==> src/rtl/text_console_ctrl_pkg.sv <==
// Shared definitions for the text console: geometry, control codes and
// controller state encodings. Also used by the tile layer for COLS/ROWS.
package text_console_defs;

  localparam int COLS      = 32;
  localparam int ROWS      = 16;
  localparam int COL_BITS  = 5;
  localparam int ROW_BITS  = 4;
  localparam int ADDR_BITS = ROW_BITS + COL_BITS;

  localparam int BLINK_FRAMES = 30;

  localparam logic [7:0] BLANK_CHAR = 8'h20;
  localparam logic [7:0] CHR_BS     = 8'h08;
  localparam logic [7:0] CHR_LF     = 8'h0A;
  localparam logic [7:0] CHR_FF     = 8'h0C;
  localparam logic [7:0] CHR_CR     = 8'h0D;

  typedef enum logic [1:0] {
    ST_IDLE       = 2'd0,
    ST_WRITE_CHAR = 2'd1,
    ST_CLEAR_LINE = 2'd2,
    ST_CLEAR_ALL  = 2'd3
  } state_e;

  function automatic logic is_printable(input logic [7:0] c);
    return (c >= 8'h20) && (c <= 8'h7E);
  endfunction

endpackage

==> src/rtl/cursor_blink_timer.sv <==
// Cursor blink phase generator; present only when TEXT_CONSOLE_CURSOR_BLINK_EN
// is defined. Any accepted byte restarts a full "on" phase.
`ifdef TEXT_CONSOLE_CURSOR_BLINK_EN
module cursor_blink_timer
  import text_console_defs::*;
(
  input  logic i_clk,
  input  logic i_reset_n,
  input  logic i_frame_start,
  input  logic i_kick,
  output logic o_cursor_on
);

  localparam int CNT_W = $clog2(BLINK_FRAMES);

  logic [CNT_W-1:0] r_cnt;
  logic             r_on;

  always_ff @(posedge i_clk) begin
    if (!i_reset_n) begin
      r_cnt <= '0;
      r_on  <= 1'b1;
    end else if (i_kick) begin
      r_cnt <= '0;
      r_on  <= 1'b1;
    end else if (i_frame_start) begin
      if (r_cnt == CNT_W'(BLINK_FRAMES - 1)) begin
        r_cnt <= '0;
        r_on  <= ~r_on;
      end else begin
        r_cnt <= r_cnt + 1'b1;
      end
    end
  end

  assign o_cursor_on = r_on;

endmodule
`endif

==> src/rtl/text_console_ctrl.sv <==
// Write-side controller for the 32x16 text buffer. Optional cursor blink is
// enabled by defining TEXT_CONSOLE_CURSOR_BLINK_EN.
module text_console_ctrl
  import text_console_defs::*;
(
  input  logic                 i_pix_clk,
  input  logic                 i_reset_n,
  input  logic                 i_in_active_area,
  input  logic                 i_char_valid,
  input  logic [7:0]           i_char,
  output logic                 o_char_ready,
  output logic                 o_wr_en,
  output logic [ADDR_BITS-1:0] o_wr_addr,
  output logic [7:0]           o_wr_data,
  output logic [ROW_BITS-1:0]  o_row_offset,
  output logic [COL_BITS-1:0]  o_cursor_col,
  output logic [ROW_BITS-1:0]  o_cursor_row,
  output logic                 o_busy
`ifdef TEXT_CONSOLE_CURSOR_BLINK_EN
  ,
  input  logic                 i_frame_start,
  output logic                 o_cursor_on
`endif
);

  state_e                r_state,    w_state_nxt;
  logic [COL_BITS-1:0]   r_col,      w_col_nxt;
  logic [ROW_BITS-1:0]   r_row,      w_row_nxt;
  logic [ROW_BITS-1:0]   r_offset,   w_offset_nxt;
  logic [ADDR_BITS-1:0]  r_wr_addr,  w_wr_addr_nxt;
  logic [7:0]            r_wr_data,  w_wr_data_nxt;
  logic                  r_step_col, w_step_col_nxt;

  logic                  w_ready;
  logic                  w_accept;
  logic                  w_wr_en;
  logic                  w_advance;
  logic [ROW_BITS-1:0]   w_phys_row;
  logic [COL_BITS-1:0]   w_col_dec;

  // Reset gates the handshake and strobe so nothing escapes while held.
  assign w_ready    = i_reset_n && (r_state == ST_IDLE);
  assign w_accept   = w_ready && i_char_valid;
  assign w_wr_en    = i_reset_n && (r_state != ST_IDLE) && !i_in_active_area;
  assign w_phys_row = r_row + r_offset;
  assign w_col_dec  = r_col - 5'd1;

  always_comb begin
    w_state_nxt    = r_state;
    w_col_nxt      = r_col;
    w_row_nxt      = r_row;
    w_offset_nxt   = r_offset;
    w_wr_addr_nxt  = r_wr_addr;
    w_wr_data_nxt  = r_wr_data;
    w_step_col_nxt = r_step_col;
    w_advance      = 1'b0;

    case (r_state)
      ST_IDLE: begin
        if (w_accept) begin
          if (is_printable(i_char)) begin
            w_wr_addr_nxt  = {w_phys_row, r_col};
            w_wr_data_nxt  = i_char;
            w_step_col_nxt = 1'b1;
            w_state_nxt    = ST_WRITE_CHAR;
          end else begin
            case (i_char)
              CHR_LF: begin
                w_col_nxt = '0;
                w_advance = 1'b1;
              end
              CHR_CR: w_col_nxt = '0;
              CHR_BS: begin
                if (r_col != '0) begin
                  w_col_nxt      = w_col_dec;
                  w_wr_addr_nxt  = {w_phys_row, w_col_dec};
                  w_wr_data_nxt  = BLANK_CHAR;
                  w_step_col_nxt = 1'b0;
                  w_state_nxt    = ST_WRITE_CHAR;
                end
              end
              CHR_FF: begin
                w_col_nxt     = '0;
                w_row_nxt     = '0;
                w_offset_nxt  = '0;
                w_wr_addr_nxt = '0;
                w_wr_data_nxt = BLANK_CHAR;
                w_state_nxt   = ST_CLEAR_ALL;
              end
              default: ;
            endcase
          end
        end
      end

      ST_WRITE_CHAR: begin
        if (w_wr_en) begin
          w_state_nxt = ST_IDLE;
          if (r_step_col) begin
            if (r_col == COL_BITS'(COLS - 1)) begin
              w_col_nxt = '0;
              w_advance = 1'b1;
            end else begin
              w_col_nxt = r_col + 5'd1;
            end
          end
        end
      end

      // Offset moves only after the last blank lands, so a stale line never shows.
      ST_CLEAR_LINE: begin
        if (w_wr_en) begin
          if (r_wr_addr[COL_BITS-1:0] == COL_BITS'(COLS - 1)) begin
            w_offset_nxt = r_offset + 4'd1;
            w_state_nxt  = ST_IDLE;
          end else begin
            w_wr_addr_nxt = r_wr_addr + 9'd1;
          end
        end
      end

      ST_CLEAR_ALL: begin
        if (w_wr_en) begin
          if (r_wr_addr == '1) begin
            w_state_nxt = ST_IDLE;
          end else begin
            w_wr_addr_nxt = r_wr_addr + 9'd1;
          end
        end
      end

      default: w_state_nxt = ST_IDLE;
    endcase

    // Line advance: bottom row scrolls by blanking the current top line.
    if (w_advance) begin
      if (r_row != ROW_BITS'(ROWS - 1)) begin
        w_row_nxt   = r_row + 4'd1;
        w_state_nxt = ST_IDLE;
      end else begin
        w_wr_addr_nxt = {r_offset, {COL_BITS{1'b0}}};
        w_wr_data_nxt = BLANK_CHAR;
        w_state_nxt   = ST_CLEAR_LINE;
      end
    end
  end

  always_ff @(posedge i_pix_clk) begin
    if (!i_reset_n) begin
      r_state    <= ST_CLEAR_ALL;
      r_col      <= '0;
      r_row      <= '0;
      r_offset   <= '0;
      r_wr_addr  <= '0;
      r_wr_data  <= BLANK_CHAR;
      r_step_col <= 1'b0;
    end else begin
      r_state    <= w_state_nxt;
      r_col      <= w_col_nxt;
      r_row      <= w_row_nxt;
      r_offset   <= w_offset_nxt;
      r_wr_addr  <= w_wr_addr_nxt;
      r_wr_data  <= w_wr_data_nxt;
      r_step_col <= w_step_col_nxt;
    end
  end

  assign o_char_ready = w_ready;
  assign o_wr_en      = w_wr_en;
  assign o_wr_addr    = r_wr_addr;
  assign o_wr_data    = r_wr_data;
  assign o_row_offset = r_offset;
  assign o_cursor_col = r_col;
  assign o_cursor_row = r_row;
  assign o_busy       = (r_state != ST_IDLE);

`ifdef TEXT_CONSOLE_CURSOR_BLINK_EN
  cursor_blink_timer u_blink (
    .i_clk         (i_pix_clk),
    .i_reset_n     (i_reset_n),
    .i_frame_start (i_frame_start),
    .i_kick        (w_accept),
    .o_cursor_on   (o_cursor_on)
  );
`endif

endmodule

==> config.mk <==
export PLATFORM = sky130hd
export DESIGN_NAME = text_console_ctrl
export DESIGN_NICKNAME = d
export VERILOG_FILES = /design/src/rtl/text_console_ctrl_pkg.sv /design/src/rtl/cursor_blink_timer.sv /design/src/rtl/text_console_ctrl.sv
export SDC_FILE = /design/constraint.sdc
export NUM_CORES = 1
export LEC_CHECK = 0
export ABC_AREA = 1
export CORE_MARGIN = 2
export CORE_UTILIZATION = 57
export CTS_CLUSTER_DIAMETER = 80
export DETAILED_ROUTE_END_ITERATION = 8
export MAX_ROUTING_LAYER = met4
export PLACE_DENSITY_LB_ADDON = 0.15
export SYNTH_ARGS = -nofsm -noshare
export SYNTH_HDL_FRONTEND = slang
export SYNTH_SLANG_ARGS = --single-unit
==> constraint.sdc <==
create_clock -name i_pix_clk -period 4.1 [get_ports i_pix_clk]
set_input_delay 0.615 -clock i_pix_clk [delete_from_list [all_inputs] [get_ports i_pix_clk]]
set_output_delay 0.615 -clock i_pix_clk [all_outputs]
set_load 0.01 [all_outputs]
; Word-level counts from Yosys, hierarchy flattened
; Index checks and enable logic that the tools add are counted.
[op_classes]
eq_ne = 28
order_cmp = 2
reduce_logical = 18
n_mux = 60
add_sub_neg = 6
[op_table]
columns = operator, n
row1 = $mux 9, 9
row2 = $mux 8, 6
row3 = $mux 4, 11
row4 = $eq 8x4->1 const B, 4
row5 = $mux 5, 6
row6 = $pmux 9 s3, 1
row7 = $ne 3x3->1 const B, 7
row8 = $mux 2, 10
row9 = $pmux 5 s2, 2
row10 = $pmux 9 s2, 1
row11 = $pmux 8 s2, 1
row12 = $ne 2x2->1 const B, 6
row13 = $eq 5x5->1 const B, 2
row14 = $reduce_bool 2->1, 5
row15 = $add 9x1->9 const B, 1
row16 = $eq 9x9->1 const B, 1
row17 = $mux 1, 9
row18 = $add 4x1->4 const B, 2
row19 = $ge 8x6->1 const B, 1
row20 = $le 8x7->1 const B, 1
row21 = $pmux 2 s4, 1
row22 = $pmux 4 s2, 1
row23 = $reduce_and 8->1, 1
row24 = $reduce_and 7->1, 1
row25 = 19 further kinds, 24
[totals]
input_bits = 12
regBits = 33
output_inout_bits = 33
word_cells = 121

; Longest topological paths before layout
; Gate-level depths: netlist of the first run.
[logic_depth]
depth_word = 8
mapped_depth = 16
ltp_nobuf = 16

; Worst setup path after synthesis of the first run
; OpenSTA, ideal clock, no wires.
[synth_path]
path_kind = register to register
from = register r_wr_addr[0], in the netlist o_wr_addr[0]
to = register r_wr_addr[8], in the netlist o_wr_addr[8]
required_ps = 3991
period_less_slack_ps = 2063
n_path_buf = 0
path_stages_with_launch = 16
setup_time_ps = 109
arrival_time_ps = 1954
path_slack_ps = 2037
path_cell_list = dfxtp_1 ha_1 nand3_1 nor3_1 nand2_1 nor2_1 inv_1 ha_1 o21ai_0 nand2_1 nand3_1 nand2_1 nor2_1 nand3_1 nand2_1 inv_1
[synth_between]
elab_chain_len = 6
word_cells_on_any_way = 10
cone_classes = add/sub: 1 / eq/ne: 2 / mux: 7
[synth_lines]
columns = element, line_no
row1 = start: declaration, text_console_ctrl.sv:30  ; logic [ADDR_BITS-1:0] r_wr_addr, w_wr_addr_nxt;
row2 = start signal: assignment, text_console_ctrl.sv:162  ; r_wr_addr <= w_wr_addr_nxt;
row3 = $add 9x1->9 (tied with other cells), "text_console_ctrl.sv:117, text_console_ctrl.sv:127"
row4 = "$mux 9, on equally long branches", "text_console_ctrl.sv:124, text_console_ctrl.sv:113"
row5 = "$mux 9, on equally long branches", "text_console_ctrl.sv:123, text_console_ctrl.sv:112"
row6 = $pmux 9 s3 (*), text_console_ctrl.sv:58  ; case (r_state)
row7 = $mux 9, text_console_ctrl.sv:137  ; if (r_row != ROW_BITS'(ROWS - 1)) begin
row8 = $mux 9 (*), text_console_ctrl.sv:136  ; if (w_advance) begin
; Every way passes the cells marked *; elsewhere a longest branch is shown, timed or not.
; A chain may end at the register's enable or synchronous reset.

; Final worst setup path of the first run
[layout_path]
from = input i_reset_n
to = output o_wr_en
[layout_between]
elab_chain_len = 2
[layout_lines]
columns = element, line_no
row1 = start: declaration, text_console_ctrl.sv:7  ; input logic i_reset_n,
row2 = $logic_and 1x1->1 (2 in series), text_console_ctrl.sv:44  ; assign w_wr_en = i_reset_n && (r_state != ST_IDLE) && !i_in_active_area;
row3 = end: declaration, text_console_ctrl.sv:12  ; output logic o_wr_en,
; No other way between the ends.

==> qor.csv, run 1 <==
metric,value,unit
synth.top_cells.by_count,"nand2_1, nor2_1, inv_1",
drtAntennaViolNets,0,
htreeDepth,2,
drtIter0Drc,363,
drtPass1Iterations,5,
critPathMaxFanout,16,
gp_congestion,0.898,
min_from,o_wr_data[7]$_SDFF_PN0_,
synth_top_family_by_area,simple AND/OR/NAND/NOR gates,
numClockSinks,33,
synth_area,0.00253,mm2
internal-power,545,uW
tritoncts,done,
reg2reg_from,o_wr_addr[0]$_SDFF_PN0_,
synth_cell_types,31,
ys_seq_area_frac,0.261,
final_max_slew_viol_count,0,
grt.overflow.total,0,
vias_per_cell,5.44,
vias,2729,
startpoint_type,input pin,
synthMuxAreaShare,0,
worst_slack,1.09,ns
finClkSkew,0.00687,ns
cts-resized-gates,0,
p_sw,171,uW
max_stage_delay,0.56,ns
irDropWorstVdd,0.000196,V
async_flop_share,0,
synth_area_leader_cell,dfxtp_1,
end_kind,output port,
crit_arrival,2.39,ns
die_x,70.6,um
grt_pass1_vias,2413,
slowest_stage,clkdlybuf4s50_1,
setup_violations,0,
combPwrFrac,0.088,
path_common_cell,clkdlybuf4s50_1,
p_seq_frac,0.453,
p_leak,0.00149,uW
synth_edf_count,0,
antenna_found_initial,0,
status,"complete, no violations",
clkTransAtPathRegs,0.07,ns
grt_setup_unrepaired,no,
min_path_type,register to register,
dp_hpwl,5.15,mm
syn_nets,429,
wl_per_cell,13.3,um
worst_pin_slew,0.518,ns
ys.flop_type,dfxtp_1,
final.setup.tns,0,ns
critPathRequiredTime,3.48,ns
place_ws,1.11,ns
crit_type,input pin to output port,
layout-drive-gt1-share,0.0889,
min_period,3.01,ns
synth_most_common_cell,nand2_1,
synth_area_per_cell,6.28,um2
synth_cells,403,
power,716,uW
hold_viol_final,0,
yosysWarnings,0,
fmax,332,MHz
ys_ff_latch,33,
yosys.area_share.xor_xnor,0.0312,
worstSetupStartpoint,i_reset_n,
synth.top_cell.area_share,0.261,
cts.path.max_buffers,2,
grt_use_total,0.292,
holdWs,0.469,ns
coreArea,0.00432,mm2
n_antenna_cell,0,
grt_pass1_wl,11.5,mm
numPortBuffers,44,
yosys-top-cells-area,"dfxtp_1, nand2_1, nand3_1",
area_growth,22.9,%
fill_cells,396,
wirelength,6.68,mm
cp_cell_sequence,clkdlybuf4s50_1 > buf_4 > inv_2 > nor2_4 > nand2_4 > inv_1 > clkdlybuf4s50_1,
rows,24,
cts_hold_buf,0,
grt_max_degree,17,
switching_share,0.239,
clock_latency,0.29,ns
clockRootBuffer,clkbuf_8,
fin_nets,475,
synth_compound_area_frac,0.114,
ios,45,
maxSlewHeadroom,0.652,
start_util,0.585,
yosys.area_share.simple,0.423,
dieArea,0.00499,mm2
post_cts_buffers,0,
p_per_area,230,mW/mm2
maxCapViolCount,0,
pwr-share-clk,0.459,
drc_errors,0,
fp.dieH,70.6,um
synthAdderAreaFrac,0.0722,
fin_crit_sh,0.734,
numCtsBuffers,5,
layer usage:
layer / vias to the layer above / GRT usage / share of wire
li1: 1387 / - / -
met1: 1241 / 0.406 / 0.47
met2: 94 / 0.445 / 0.46
met3: 7 / 0.0570 / 0.063
met4: 0 / 0.0608 / 0.0085
met5: - / - / 0
flip-flops by register name, indices dropped and copies added (netlist names):
| signal | cells |
|---|---|
| o_cursor_col | 5 |
| o_cursor_row | 4 |
| o_row_offset | 4 |
| o_wr_addr | 9 |
| o_wr_data | 8 |
| r_state | 2 |
| r_step_col | 1 |
placed cells by master (no fill, tap or decap), types with 4 or more instances in the layout:
master	synthesis	layout
xor2_1	7	7
nor2_1	48	48
inv_1	46	46
nor2_2	9	9
nor3_1	9	9
a21oi_1	20	20
nand3_1	38	38
o21ai_0	19	19
dfxtp_1	33	33
nand2_2	5	5
ha_1	13	13
clkbuf_8	0	6
nand4_1	4	4
clkdlybuf4s50_1	0	44
nor2_4	5	5
nand2_1	115	115
a22oi_1	6	6
through the flow:
step	utilization	std cells	instance area, um2
2_1_floorplan	-	403	2530
3_3_place_gp	0.691	494	2990
3_5_place_dp	0.691	494	2990
4_1_cts	0.719	502	3110
5_1_grt	0.719	502	3110
6_report	0.719	502	3110
cells by family after synthesis:
kind of cell    Yosys count
compound gates           51
xor+xnor                  9
fa+ha+maj                14
buf+inv                  57
flops                    33
simple gates            239
path summary, 6_finish.rpt:
kind	endpoint	slack, ns	depth (start not counted)
setup reg to reg	o_wr_addr[1]$_SDFF_PN0_	1.61	13
setup / recovery	o_wr_en	1.09	7
hold / removal	o_wr_data[7]$_SDFF_PN0_	0.47	2
hold reg to reg	o_wr_data[7]$_SDFF_PN0_	0.47	2
critical path: cells and delay by family:
kind,cells,cell delay [ns]
buf+inv,5,1.51
simple gates,2,0.26
area by class of cell:
cell class,count,area [um2],share of cell area
repair buffers,45,448,0.144
clock buffers,6,82.6,0.0266
clock inverters,2,37.5,0.0121
multi-input cells,313,1620,0.521
flip-flops and latches,33,661,0.212
well taps,52,65.1,0.0209
inverters,51,196,0.0632
power by group through the flow:
stage	clock, uW	sequential [uW]	combinational, uW
floorplan	0	332	34.6
global placement	0	332	61.2
detailed placement	0	332	61.9
CTS	334	324	62.4
global route	346	325	70.4
finish	328	324	63.1
No activity file was read; power rests on OpenSTA's default activity.
==> run 2, diff against run 1 <==
CORE_UTILIZATION = 53   (was 57)
clock period = 2.9 ns   (was 4.1 ns; I/O delays follow)
==> qor.csv, run 2 (same netlist as run 1, synthesis figures left out) <==
metric,value,unit,change
ios,45,,unchanged
numCtsBuffers,5,,unchanged
dpl.cell_count,496,,+0.40%
final_cell_count_no_fill,504,,+0.40%
cts-resized-gates,0,,unchanged
drtPass1Iterations,5,,unchanged
regArea,661,um2,unchanged
status,"complete, no violations",,
combPwrFrac,0.101,,+0.013
clockRootBuffer,clkbuf_8,,
place_ws,0.366,ns,-0.739 ns
setup_violations,0,,unchanged
grt_pass1_vias,2432,,+0.79%
grt_pass1_wl,11.1,mm,-3.7%
wirelength,6.64,mm,-0.69%
critPathRequiredTime,2.47,ns,-1.01 ns
antenna_found_initial,0,,unchanged
clkTransAtPathRegs,0.07,ns,about the same
critPathMaxFanout,8,,-8
cts_hold_buf,0,,unchanged
wl_met3,405,um,-4.3%
maxCapViolCount,0,,unchanged
hold_viol_final,0,,unchanged
pwr-share-clk,0.384,,-0.075
wl_per_cell,13.2,um,-1.1%
p_per_area,290,mW/mm2,+26%
grt_setup_unrepaired,no,,
htreeDepth,2,,unchanged
crit_arrival,1.99,ns,-0.40 ns
n_antenna_cell,0,,unchanged
min_period,2.43,ns,
worst_slack,0.474,ns,-0.617 ns
fill_cells,460,,+16%
start_util,0.543,,-0.0423
grt_use_total,0.276,,-0.0162
drtIter0Drc,277,,-24%
maxSlewHeadroom,0.621,,-0.0306
wl_met1,3.17,mm,+1.7%
startpoint_type,input pin,,
die_x,73.1,um,+3.5%
dp_hpwl,5.17,mm,+0.36%
p_seq_frac,0.516,,+0.063
final.setup.tns,0,ns,unchanged
final_area,0.00307,mm2,-1.2%
p_sw,228,uW,+34%
post_cts_buffers,0,,unchanged
largest_reg_flops,9,,unchanged
cts.path.max_buffers,2,,unchanged
tritoncts,done,,
irDropWorstVdd,0.000320,V,+64%
coreArea,0.00466,mm2,+7.8%
final_max_slew_viol_count,0,,unchanged
p_leak,0.00147,uW,-1.2%
clock_latency,0.29,ns,about the same
numPortBuffers,44,,unchanged
area_growth,21.4,%,
rows,25,,+4.2%
numClockSinks,33,,unchanged
dpl_cell_area,0.00299,mm2,about the same
final_common_cell,nand2_1,,
routed-wl-met2,2.89,mm,-6.3%
final_cell_mix,"nand2_1, nor2_1, inv_1",,
end_kind,output port,,
vias,2757,,+1.0%
fin_nets,475,,unchanged
fp.dieH,73.1,um,+3.5%
worst_pin_slew,0.564,ns,+0.0455 ns
drc_errors,0,,unchanged
dieArea,0.00534,mm2,+7.1%
crit_type,input pin to output port,,
fin_crit_sh,0.836,,
gp_congestion,0.920,,+2.5%
layout-drive-gt1-share,0.0822,,-0.00667
routed.top_layer,met4,,
fmax,412,MHz,
grt.overflow.total,0,,unchanged
multi_input_area,0.00162,mm2,unchanged
power,890,uW,+24%
vias_per_cell,5.47,,+0.63%
drtAntennaViolNets,0,,unchanged
min_path_type,register to register,,
switching_share,0.257,,+0.0176
finClkSkew,0.00501,ns,-0.00187 ns
internal-power,662,uW,+21%
grt_max_degree,16,,-1
run 2: final timing paths:
path / slack, ns / end / cells past startpoint / from
worst max register to register: 0.48 / o_wr_addr[3]$_SDFF_PN0_ / 13 / o_wr_addr[0]$_SDFF_PN0_
worst max-delay path: 0.47 / o_wr_en / 6 / i_reset_n
worst min-delay path: 0.46 / o_wr_data[7]$_SDFF_PN0_ / 2 / o_wr_data[7]$_SDFF_PN0_
worst min register to register: 0.46 / o_wr_data[7]$_SDFF_PN0_ / 2 / o_wr_data[7]$_SDFF_PN0_
run 2: power groups by stage:
stage	logic, uW	clock network, uW	registers, uW
after floorplan	49.0	0	469
after global placement	87.3	0	469
after detailed placement	88.4	0	469
after CTS	88.8	348	459
after global routing	98.1	370	458
final	89.5	342	459
run 2: critical path, stage by stage:
cell	delay, ns
clkdlybuf4s50_1	0.49
inv_2	0.12
nor2_4	0.17
nand2_4	0.09
inv_1	0.13
clkdlybuf4s50_1	0.55
run 2: layer usage:
layer / vias to the layer above / global-route usage
met5: - / -
met4: 0 / 0.0947
met3: 17 / 0.0456
met2: 109 / 0.415
met1: 1242 / 0.374
li1: 1389 / -
run 2: area by class of cell:
class | instances | area share
Tap cell | 54 | 0.0220
Timing Repair Buffer | 45 | 0.146
Inverter | 51 | 0.0640
Clock buffer | 8 | 0.0261
Multi-Input combinational cell | 313 | 0.527
Sequential cell | 33 | 0.215
run 2: stage by stage:
stage,hold slack [ns],utilization
after floorplan,0.463,-
after global placement,0.447,0.642
after detailed placement,0.449,0.642
after CTS,0.464,0.659
after global routing,0.479,0.659
final,0.459,0.659
==> run 3, diff against run 2 <==
CORE_UTILIZATION = 48   (was 53)
clock period = 2.1 ns   (was 2.9 ns; I/O delays follow)
==> qor.csv, run 3 (same netlist as run 1, synthesis figures left out) <==
metric,value,unit,change
grt.overflow.total,0,,unchanged
numPortBuffers,44,,unchanged
critPathMaxFanout,6,,-2
start_util,0.495,,-0.0475
dpl.cell_count,541,,+9.1%
min_path_type,register to register,,
crit_type,register to register,,
maxSlewHeadroom,0.776,,+0.155
grt_pass1_vias,2592,,+6.6%
drtPass1Iterations,4,,-1
fp.dieH,76.6,um,+4.8%
tritoncts,done,,
drtAntennaViolNets,0,,unchanged
p_seq_frac,0.481,,-0.035
fin_crit_sh,0.996,,
final_cell_mix,"nand2_1, nor2_1, inv_1",,
fmax,478,MHz,
internal-power,963,uW,+45%
finClkSkew,0.00931,ns,+0.00430 ns
wl_per_cell,13.5,um,+2.7%
irDropWorstVdd,0.000392,V,+22%
largest_reg_flops,9,,unchanged
min_period,2.09,ns,
reg2reg_from,o_wr_addr[1]$_SDFF_PN0_,,
grt_max_degree,15,,-1
fin_util,0.679,,+0.0198
numCtsBuffers,5,,unchanged
final_cell_count_no_fill,553,,+9.7%
vias_per_cell,5.11,,-6.6%
dp_hpwl,5.67,mm,+9.6%
n_antenna_cell,0,,unchanged
coreArea,0.00511,mm2,+9.6%
wirelength,7.47,mm,+13%
ios,45,,unchanged
critPathRequiredTime,2.27,ns,-0.20 ns
vias,2824,,+2.4%
gp_congestion,0.957,,+4.0%
htreeDepth,2,,unchanged
rows,26,,+4.0%
layout-drive-gt1-share,0.190,,+0.108
hold_viol_final,0,,unchanged
switching_share,0.268,,+0.0111
die_x,76.6,um,+4.8%
clock_latency,0.29,ns,about the same
setup_violations,0,,unchanged
fin_nets,508,,+6.9%
startpoint_type,register,,
status,"complete, no violations",,
dieArea,0.00587,mm2,+9.8%
worstSetupStartpoint,o_wr_addr[1]$_SDFF_PN0_,,
final_common_cell,nand2_1,,
power,1310,uW,+48%
clkTransAtPathRegs,0.08,ns,about the same
worst_pin_slew,0.335,ns,-0.229 ns
p_leak,0.00169,uW,+15%
combPwrFrac,0.116,,+0.015
cts.path.max_buffers,2,,unchanged
area_growth,37.0,%,
p_per_area,379,mW/mm2,+31%
p_sw,352,uW,+54%
grt_use_total,0.264,,-0.0122
maxCapViolCount,0,,unchanged
clockRootBuffer,clkbuf_8,,
drtIter0Drc,186,,-33%
end_kind,register,,
final_max_slew_viol_count,0,,unchanged
crit_arrival,2.27,ns,+0.28 ns
min_from,o_wr_data[7]$_SDFF_PN0_,,
grt_pass1_wl,12.2,mm,+9.7%
numClockSinks,33,,unchanged
antenna_found_initial,0,,unchanged
pwr-share-clk,0.403,,+0.019
drc_errors,0,,unchanged
grt_setup_unrepaired,yes,,
[run 3: changes by cell type in the layout (fill, tap and decap cells not counted), sizes merged]
cell,change
clkbuf,-2
dlymetal6s2s,+1
clkdlybuf4s50,-1
clkinv,+2
buf,+33
[run 3: path summary, 6_finish.rpt]
path                                           endpoint  slack [ns]  depth (start not counted)
worst min register to register  o_wr_data[7]$_SDFF_PN0_        0.47                          2
worst max register to register  o_wr_addr[6]$_SDFF_PN0_       0.009                         15
worst min-delay path            o_wr_data[7]$_SDFF_PN0_        0.47                          2
worst max-delay path            o_wr_addr[6]$_SDFF_PN0_       0.009                         15
[run 3: repair_timing]
| item | in CTS | in global routing |
|---|---|---|
| endpoints found under the setup margin | 8 | 20 |
| setup buffers | 0 | 4 |
| hold buffers | 0 | 0 |
| gates resized for setup | 2 | 28 |
| gates cloned | 0 | 0 |
| pin swaps | 0 | 11 |
[run 3: layer usage]
layer | track usage | vias up | part of all wire
met3 | 0.0379 | 9 | 0.045
met4 | 0.0691 | 0 | 0.012
met5 | - | - | 0
met2 | 0.413 | 64 | 0.47
met1 | 0.358 | 1303 | 0.48
li1 | - | 1448 | -
[run 3: cell type report]
class / instances / area, um2
Multi-Input combinational cell: 313 / 1720
Inverter: 51 / 199
Tap cell: 70 / 87.6
Fill cell: 474 / 1640
Timing Repair Buffer: 78 / 698
Clock inverter: 2 / 13.8
Clock buffer: 6 / 82.6
Sequential cell: 33 / 669
[run 3: power by group through the flow]
stage | clock network, uW | registers [uW] | logic [uW]
3_3_place_gp | 0 | 646 | 141
4_1_cts | 534 | 631 | 141
2_1_floorplan | 0 | 648 | 67.6
6_report | 530 | 632 | 152
5_1_grt | 574 | 633 | 168
3_5_place_dp | 0 | 646 | 141
[run 3: worst max-delay path, stage by stage (launching register included)]
cell	delay, ns
dfxtp_2	0.36
ha_4	0.15
nand3_4	0.09
nor3_4	0.21
nand2_2	0.10
nor2_4	0.15
ha_4	0.15
inv_2	0.04
nand4_1	0.15
nand2_2	0.14
nand2_1	0.09
nand2_1	0.05
nand2_1	0.07
nand3_2	0.07
nor2_2	0.11
nor2_1	0.04
[run 3: per-stage QoR]
step           instance area [um2]  worst slack, ns  setup TNS (ns)  hold WS (ns)
5_1_grt                       3470           -0.174          -0.816         0.499
6_report                      3470          0.00931               0         0.468
3_5_place_dp                  3230          -0.0398          -0.109         0.454
3_3_place_gp                  3230           0.0474               0         0.448
2_1_floorplan                 2530           0.0369               0         0.450
4_1_cts                       3330          0.00492               0         0.470
